### src/rtl/mem_access_stage.sv
`default_nettype none
// +----------------------------------------------------------------------------+
// | Module      : mem_access_stage                                             |
// | Description : MEM stage and MEM/WB pipeline register. Issues loads/stores  |
// |               to a variable-latency data memory over a req/ack handshake,  |
// |               stalls upstream while an access is outstanding, and flags    |
// |               misaligned accesses and bus timeouts (sticky).               |
// | Revision    : 1.0 - initial release                                        |
// +----------------------------------------------------------------------------+
module mem_access_stage #(
  parameter int unsigned TIMEOUT = 255
) (
  input  logic        clk,
  input  logic        reset,
  input  logic [31:0] ALUResultIn,
  input  logic [31:0] readData2In,
  input  logic [31:0] adderIn,
  input  logic [4:0]  dataForWRIn,
  input  logic        regWriteIn,
  input  logic        memReadIn,
  input  logic        memWriteIn,
  input  logic        memToRegIn,
  input  logic        JALIn,
  output logic        stallOut,
  output logic        memReq,
  output logic        memWe,
  output logic [31:0] memAddr,
  output logic [31:0] memWData,
  input  logic [31:0] memRData,
  input  logic        memAck,
  output logic [31:0] ALUResultOut,
  output logic [31:0] memDataOut,
  output logic [31:0] adderOut,
  output logic [4:0]  dataForWROut,
  output logic        regWriteOut,
  output logic        memToRegOut,
  output logic        JALOut,
  output logic        busErrorOut,
  output logic        alignErrorOut
);

  // Last counter value before an unanswered access is abandoned.
  localparam logic [7:0] CNT_LAST = 8'(TIMEOUT - 1);

  typedef enum logic [0:0] {
    S_IDLE   = 1'b0,
    S_ACCESS = 1'b1
  } state_t;

  state_t      state_q, state_d;
  logic [7:0]  cnt_q, cnt_d;

  logic        memReq_q, memReq_d;
  logic        memWe_q, memWe_d;
  logic [31:0] memAddr_q, memAddr_d;
  logic [31:0] memWData_q, memWData_d;

  logic [31:0] aluRes_q, aluRes_d;
  logic [31:0] memData_q, memData_d;
  logic [31:0] adder_q, adder_d;
  logic [4:0]  destReg_q, destReg_d;
  logic        regWrite_q, regWrite_d;
  logic        memToReg_q, memToReg_d;
  logic        jal_q, jal_d;
  logic        busErr_q, busErr_d;
  logic        alignErr_q, alignErr_d;

  logic        mem_op;
  logic        misal;
  logic        cnt_last;

  assign mem_op   = memReadIn | memWriteIn;
  assign misal    = mem_op & (ALUResultIn[1:0] != 2'b00);
  assign cnt_last = (cnt_q == CNT_LAST);

  // Hold upstream while an access is being launched or is still waiting for its ack.
  assign stallOut = ((state_q == S_IDLE)   & mem_op & ~misal) |
                    ((state_q == S_ACCESS) & ~memAck & ~cnt_last);

  // Next-state, memory request and MEM/WB capture logic; a bubble is the default.
  always_comb begin
    state_d    = state_q;
    cnt_d      = cnt_q;
    memReq_d   = memReq_q;
    memWe_d    = memWe_q;
    memAddr_d  = memAddr_q;
    memWData_d = memWData_q;
    aluRes_d   = aluRes_q;
    memData_d  = memData_q;
    adder_d    = adder_q;
    destReg_d  = destReg_q;
    regWrite_d = 1'b0;
    memToReg_d = 1'b0;
    jal_d      = 1'b0;
    busErr_d   = busErr_q;
    alignErr_d = alignErr_q;

    case (state_q)
      S_IDLE: begin
        if (mem_op && !misal) begin
          // Launch the access; a simultaneous read+write is issued as a write.
          state_d    = S_ACCESS;
          cnt_d      = 8'd0;
          memReq_d   = 1'b1;
          memWe_d    = memWriteIn;
          memAddr_d  = ALUResultIn;
          memWData_d = readData2In;
        end else begin
          // Non-memory op or misaligned access passes straight into MEM/WB.
          aluRes_d   = ALUResultIn;
          adder_d    = adderIn;
          destReg_d  = dataForWRIn;
          regWrite_d = regWriteIn & ~misal;
          memToReg_d = memToRegIn & ~misal;
          jal_d      = JALIn;
          alignErr_d = alignErr_q | misal;
        end
      end

      S_ACCESS: begin
        if (memAck) begin
          state_d    = S_IDLE;
          memReq_d   = 1'b0;
          aluRes_d   = ALUResultIn;
          adder_d    = adderIn;
          destReg_d  = dataForWRIn;
          regWrite_d = regWriteIn;
          memToReg_d = memToRegIn;
          jal_d      = JALIn;
          if (!memWriteIn) begin
            memData_d = memRData;
          end
        end else if (cnt_last) begin
          // Abort: retire the instruction with its write-back suppressed.
          state_d    = S_IDLE;
          memReq_d   = 1'b0;
          busErr_d   = 1'b1;
          aluRes_d   = ALUResultIn;
          adder_d    = adderIn;
          destReg_d  = dataForWRIn;
        end else begin
          cnt_d = cnt_q + 8'd1;
        end
      end

      default: begin
        state_d = S_IDLE;
      end
    endcase
  end

  // State, request and MEM/WB registers with synchronous active-low reset.
  always_ff @(posedge clk) begin
    if (!reset) begin
      state_q    <= S_IDLE;
      cnt_q      <= 8'd0;
      memReq_q   <= 1'b0;
      memWe_q    <= 1'b0;
      memAddr_q  <= 32'd0;
      memWData_q <= 32'd0;
      aluRes_q   <= 32'd0;
      memData_q  <= 32'd0;
      adder_q    <= 32'd0;
      destReg_q  <= 5'd0;
      regWrite_q <= 1'b0;
      memToReg_q <= 1'b0;
      jal_q      <= 1'b0;
      busErr_q   <= 1'b0;
      alignErr_q <= 1'b0;
    end else begin
      state_q    <= state_d;
      cnt_q      <= cnt_d;
      memReq_q   <= memReq_d;
      memWe_q    <= memWe_d;
      memAddr_q  <= memAddr_d;
      memWData_q <= memWData_d;
      aluRes_q   <= aluRes_d;
      memData_q  <= memData_d;
      adder_q    <= adder_d;
      destReg_q  <= destReg_d;
      regWrite_q <= regWrite_d;
      memToReg_q <= memToReg_d;
      jal_q      <= jal_d;
      busErr_q   <= busErr_d;
      alignErr_q <= alignErr_d;
    end
  end

  assign memReq        = memReq_q;
  assign memWe         = memWe_q;
  assign memAddr       = memAddr_q;
  assign memWData      = memWData_q;
  assign ALUResultOut  = aluRes_q;
  assign memDataOut    = memData_q;
  assign adderOut      = adder_q;
  assign dataForWROut  = destReg_q;
  assign regWriteOut   = regWrite_q;
  assign memToRegOut   = memToReg_q;
  assign JALOut        = jal_q;
  assign busErrorOut   = busErr_q;
  assign alignErrorOut = alignErr_q;

endmodule
`default_nettype wire

### config.mk
export PLATFORM = sky130hd
export DESIGN_NAME = mem_access_stage
export DESIGN_NICKNAME = d
export VERILOG_FILES = /design/src/rtl/mem_access_stage.sv
export SDC_FILE = /design/constraint.sdc
export NUM_CORES = 1
export LEC_CHECK = 0
export CORE_MARGIN = 8
export CORE_UTILIZATION = 30
export DETAILED_ROUTE_END_ITERATION = 10
export PLACE_DENSITY = 0.7
export SETUP_SLACK_MARGIN = 0.2
export SYNTH_ARGS = -nofsm -noshare
export SYNTH_HDL_FRONTEND = slang
export SYNTH_SLANG_ARGS = --single-unit
### constraint.sdc
create_clock -name clk -period 1.8 [get_ports clk]
set_input_delay 0.18 -clock clk [delete_from_list [all_inputs] [get_ports clk]]
set_output_delay 0.18 -clock clk [all_outputs]
set_load 0.03 [all_outputs]
After elaboration in Yosys (flattened, before gate mapping). Cells that the tools add are included.

Register bits after elaboration: 181. Input bits: 141.

Multiplexer cells: 33. Eq/ne operators: 6. Reduce and logical (&&, ||, !) cells: 10. Bitwise gates (word level): 16. Add/subtract/negate cells: 1.

Operator list (count): $mux 32 (6); $pmux 32 s2 (2); $mux 8 (3); $pmux 8 s2 (1); $mux 5 (3); $mux 1 (12); $pmux 1 s2 (5); $pmux 5 s2 (1); $reduce_and 3->1 (3); $add 8x1->8 const B (1); $eq 8x8->1 const B (1); $reduce_and 2->1 (4); $and 1x1->1 (7); $ne 2x2->1 const B (3); $not 1->1 (6); $ne 3x2->1 const B (1); $or 1x1->1 (3); $ne 2x1->1 const B (1); $reduce_bool 2->1 (1); $logic_and 1x1->1 (1); $logic_not 1->1 (1).

Depth between registers and ports, before layout.
Depth in word-level cells: 6. Depth in mapped cells: 8. Mapped depth without buffers: 7.

Worst setup path after synthesis. OpenSTA, ideal clock, no wires.

Path kind: register -> register. Start point: register state_q. End point: register cnt_q[6]. Period minus slack after synthesis: 1564 ps. Arrival: 1426 ps. Buffers on the path: 2. Cell stages (with the launch flop): 8. Path slack: 236 ps. Library setup time: 137 ps. Cell sequence: dfxtp_1 -> o21bai_4 -> nand2b_4 -> buf_6 -> and2_4 -> buf_6 -> inv_1 -> o221ai_1.

Word-level cells in the longest chain between the ends: 3.

RTL lines: start: declaration (line 50) `state_t state_q, state_d;`; start signal: assignment (line 171) `state_q <= state_d;`; $not 1->1 (no line); $ne 2x1->1 (no line); $reduce_and 3->1 (no line); end signal: assignment (line 172) `cnt_q <= cnt_d;`; end: declaration (line 51) `logic [7:0] cnt_q, cnt_d;`.

Several ways; a longest one is shown, not always the timed one. A chain may end at the register's enable or synchronous reset.

Worst setup path after layout.
Start point: register cnt_q[0]. End point: register cnt_q[5].

Word-level cells in the longest chain between the ends: 4.

RTL lines: $add 8x1->8 (line 142) `cnt_d = cnt_q + 8'd1;`; $mux 8 (line 133) `end else if (cnt_last) begin`; $mux 8 (line 121) `if (memAck) begin`; $pmux 8 s2 (line 98) `case (state_q)`.

Several ways; a longest one is shown, not always the timed one. The select of a mux whose other input is x is not followed.

==> results.cfg <==
[run_status]
status = finished, final reports clean

[die]
die-area_um2 = 28500
die_y_um = 169
coreArea_um2 = 23200
io_pins = 314
start_util = 0.302
fp.dieW_um = 169
rows = 56

[pwr]
power_uw = 9530
peakVddDrop_mv = 0.549
internal_power_uw = 6770
pwr-share-comb = 0.172
power_density_nw_per_um2 = 855
seq_power_share = 0.450
power.switching_uw = 2760
p_sw_frac = 0.289
clock_power_share = 0.378
p_leak_uw = 0.00519

[logic_synthesis]
async_reset_ff_frac = 0
synth_top_family_by_area = simple AND/OR/NAND/NOR gates
synth_area_um2 = 6990
synth_seq_cells = 181
yosys.area_share.simple = 0.211
synthAdderAreaFrac = 0.00358
netlist_top_cells_area = dfxtp_1 (52%), nand2_1 (18%), a21boi_0 (10%)
syn-mean-instance-area_um2 = 8.72
synthXorXnorAreaFrac = 0
synth_flop_cell = dfxtp_1
synth_nets = 945
synth_edf_count = 0
synth_top_area_share = 0.518
yosysSeqAreaShare = 0.518
synthMuxAreaShare = 0.0973
ys_types = 38
synth_largest_area_cell = dfxtp_1
yosys_warnings = 0
synth_compound_area_frac = 0.123
netlist_instances = 802

[clocking]
cts_tree = built
clockRootBuffer = clkbuf_16
cts_max_path_buffers = 2
path_clk_slew_ns = 0.07
ctsHoldBuffers = 0
clock_sinks = 181
numCtsBuffers = 17
insertion_delay_ns = 0.42
htree_levels = 4

[timing]
rsz0062_at_grt = yes
tightest_slew_ns = 0.413
finalWorstPathRequiredPeriod_ns = 1.72
worst_clock_skew_ns = 0.0135
max-slew-margin-rel = 0.726
finalSetupViolCount = 0
hold_violations = 0
drv_slew = 0
fmax_mhz = 582
fin_crit_sh = 0.954

[layout]
diodes = 0
mostFrequentLayoutCells = nand2_1 (334), dfxtp_1 (177), dlygate4sd2_1 (172), clkdlybuf4s50_1 (139), a21boi_0 (95)
final_common_cell = nand2_1
final_core_util = 0.481
drive_gt1_frac = 0.0863
final_nets = 1265
area_delta_synth_final_pct = 59.4

[critical_path]
required_ns = 2.15
critPathMaxFanout = 6
arrival_ns = 2.07
cp-start-kind = flip-flop
crit_type = reg2reg
critPathCaptureType = flip-flop

[detailed_routing]
first_pass_iters = 4
vias_per_cell = 4.35
ant_nets = 0
vias = 6320
drtIter0Drc = 262
route.detailed.drc = 0
wl_per_cell_um = 15.4
wirelength_um = 22400

[place]
port_buffers = 313
dp_hpwl_um = 16200
gp_congestion = 0.773

[job]
maxCapViolations = 0

[global_routing]
grt_pass1_vias = 6314
grt_pass1_wl_um = 34600
gr-usage-all-layers = 0.152
grt_max_degree = 70
grt_overflow = 0
antenna_found_initial = 0

[worst_hold_path]
hp-class = in2reg
## per-layer routing
layer,vias up,global-route usage,share of wire
met3,28,0.0662,0.089
met1,2847,0.175,0.42
met5,-,0,0
met4,0,0.0505,0.022
met2,213,0.249,0.46
li1,3232,-,-
## stage by stage
step | TNS, ns | cells | setup WS, ns | cell area (um^2) | hold slack (ns)
6_report | 0 | 1454 | 0.0824 | 11100 | 0.170
5_1_grt | 0 | 1454 | 0.0281 | 11100 | 0.174
4_1_cts | 0 | 1449 | 0.0794 | 11000 | 0.151
3_5_place_dp | -0.227 | 1412 | -0.0513 | 10600 | 0.447
3_3_place_gp | 0 | 1412 | 0.0222 | 10600 | 0.441
2_1_floorplan | 0 | 802 | 0.236 | 6990 | 0.292
## worst max-delay path, cell delays in order (launching register included)
cell and delay [ns]:
dfxtp_2 0.34, inv_2 0.04, ha_4 0.15, nand3_4 0.09, o21ai_2 0.06, buf_4 0.12, buf_4 0.12, buf_6 0.12
or4_1 0.46, a21oi_1 0.14
## cell families (layout without fill, tap and decap cells)
group | after synthesis | count (layout)
buffers and inverters | 64 | 397
DFF | 181 | 181
AOI/OAI and AO/OA | 114 | 114
adders and majority gates | 2 | 2
muxes | 68 | 68
and+or+nand+nor | 373 | 373
## path summary, 6_finish.rpt
kind | from | to | slack, ns | depth (start not counted)
min | reset | cnt_q[1] | 0.17 | 2
max reg2reg | cnt_q[0] | cnt_q[5] | 0.08 | 9
max | cnt_q[0] | cnt_q[5] | 0.08 | 9
min reg2reg | dataForWROut[1] | dataForWROut[1] | 0.45 | 2
## synth_stat cells (all sizes together), types with 2 or more instances
library cell    n
o21a            2
buf            19
inv             5
a21boi         95
and2            3
mux2i          68
a21oi           3
nand2         334
nor3b           2
nand3           9
dfxtp         181
and3            3
nor2           11
clkbuf         40
o21ai           7
ha              2
## state kept, by name (all words and copies together), names as in the netlist, 5 cells and up
register	flops
ALUResultOut	32
adderOut	32
cnt_q	8
dataForWROut	5
memAddr	32
memDataOut	32
memWData	32
## area by class of cell
class | count | area (um^2)
fillers | 2269 | 12000
flip-flops and latches | 181 | 3630
repair buffers | 360 | 3450
multi-input cells | 557 | 3080
clock buffers | 18 | 429
well taps | 319 | 399
clock inverters | 14 | 141
inverters | 5 | 21.3
## power by group through the flow
stage / Combinational [uW] / Clock, uW / Sequential, uW
2_1_floorplan: 472 / 0 / 4770
3_3_place_gp: 1730 / 0 / 4380
3_5_place_dp: 1750 / 0 / 4390
4_1_cts: 1630 / 3750 / 4290
5_1_grt: 1760 / 3910 / 4310
6_report: 1640 / 3600 / 4290
## what timing repair did
action,in CTS,in global routing
resized for setup,184,6
pin swaps,5,5
cloned,0,3
buffers inserted,5,2
setup endpoints to repair,231,69
(Power assumes the default switching activity.)
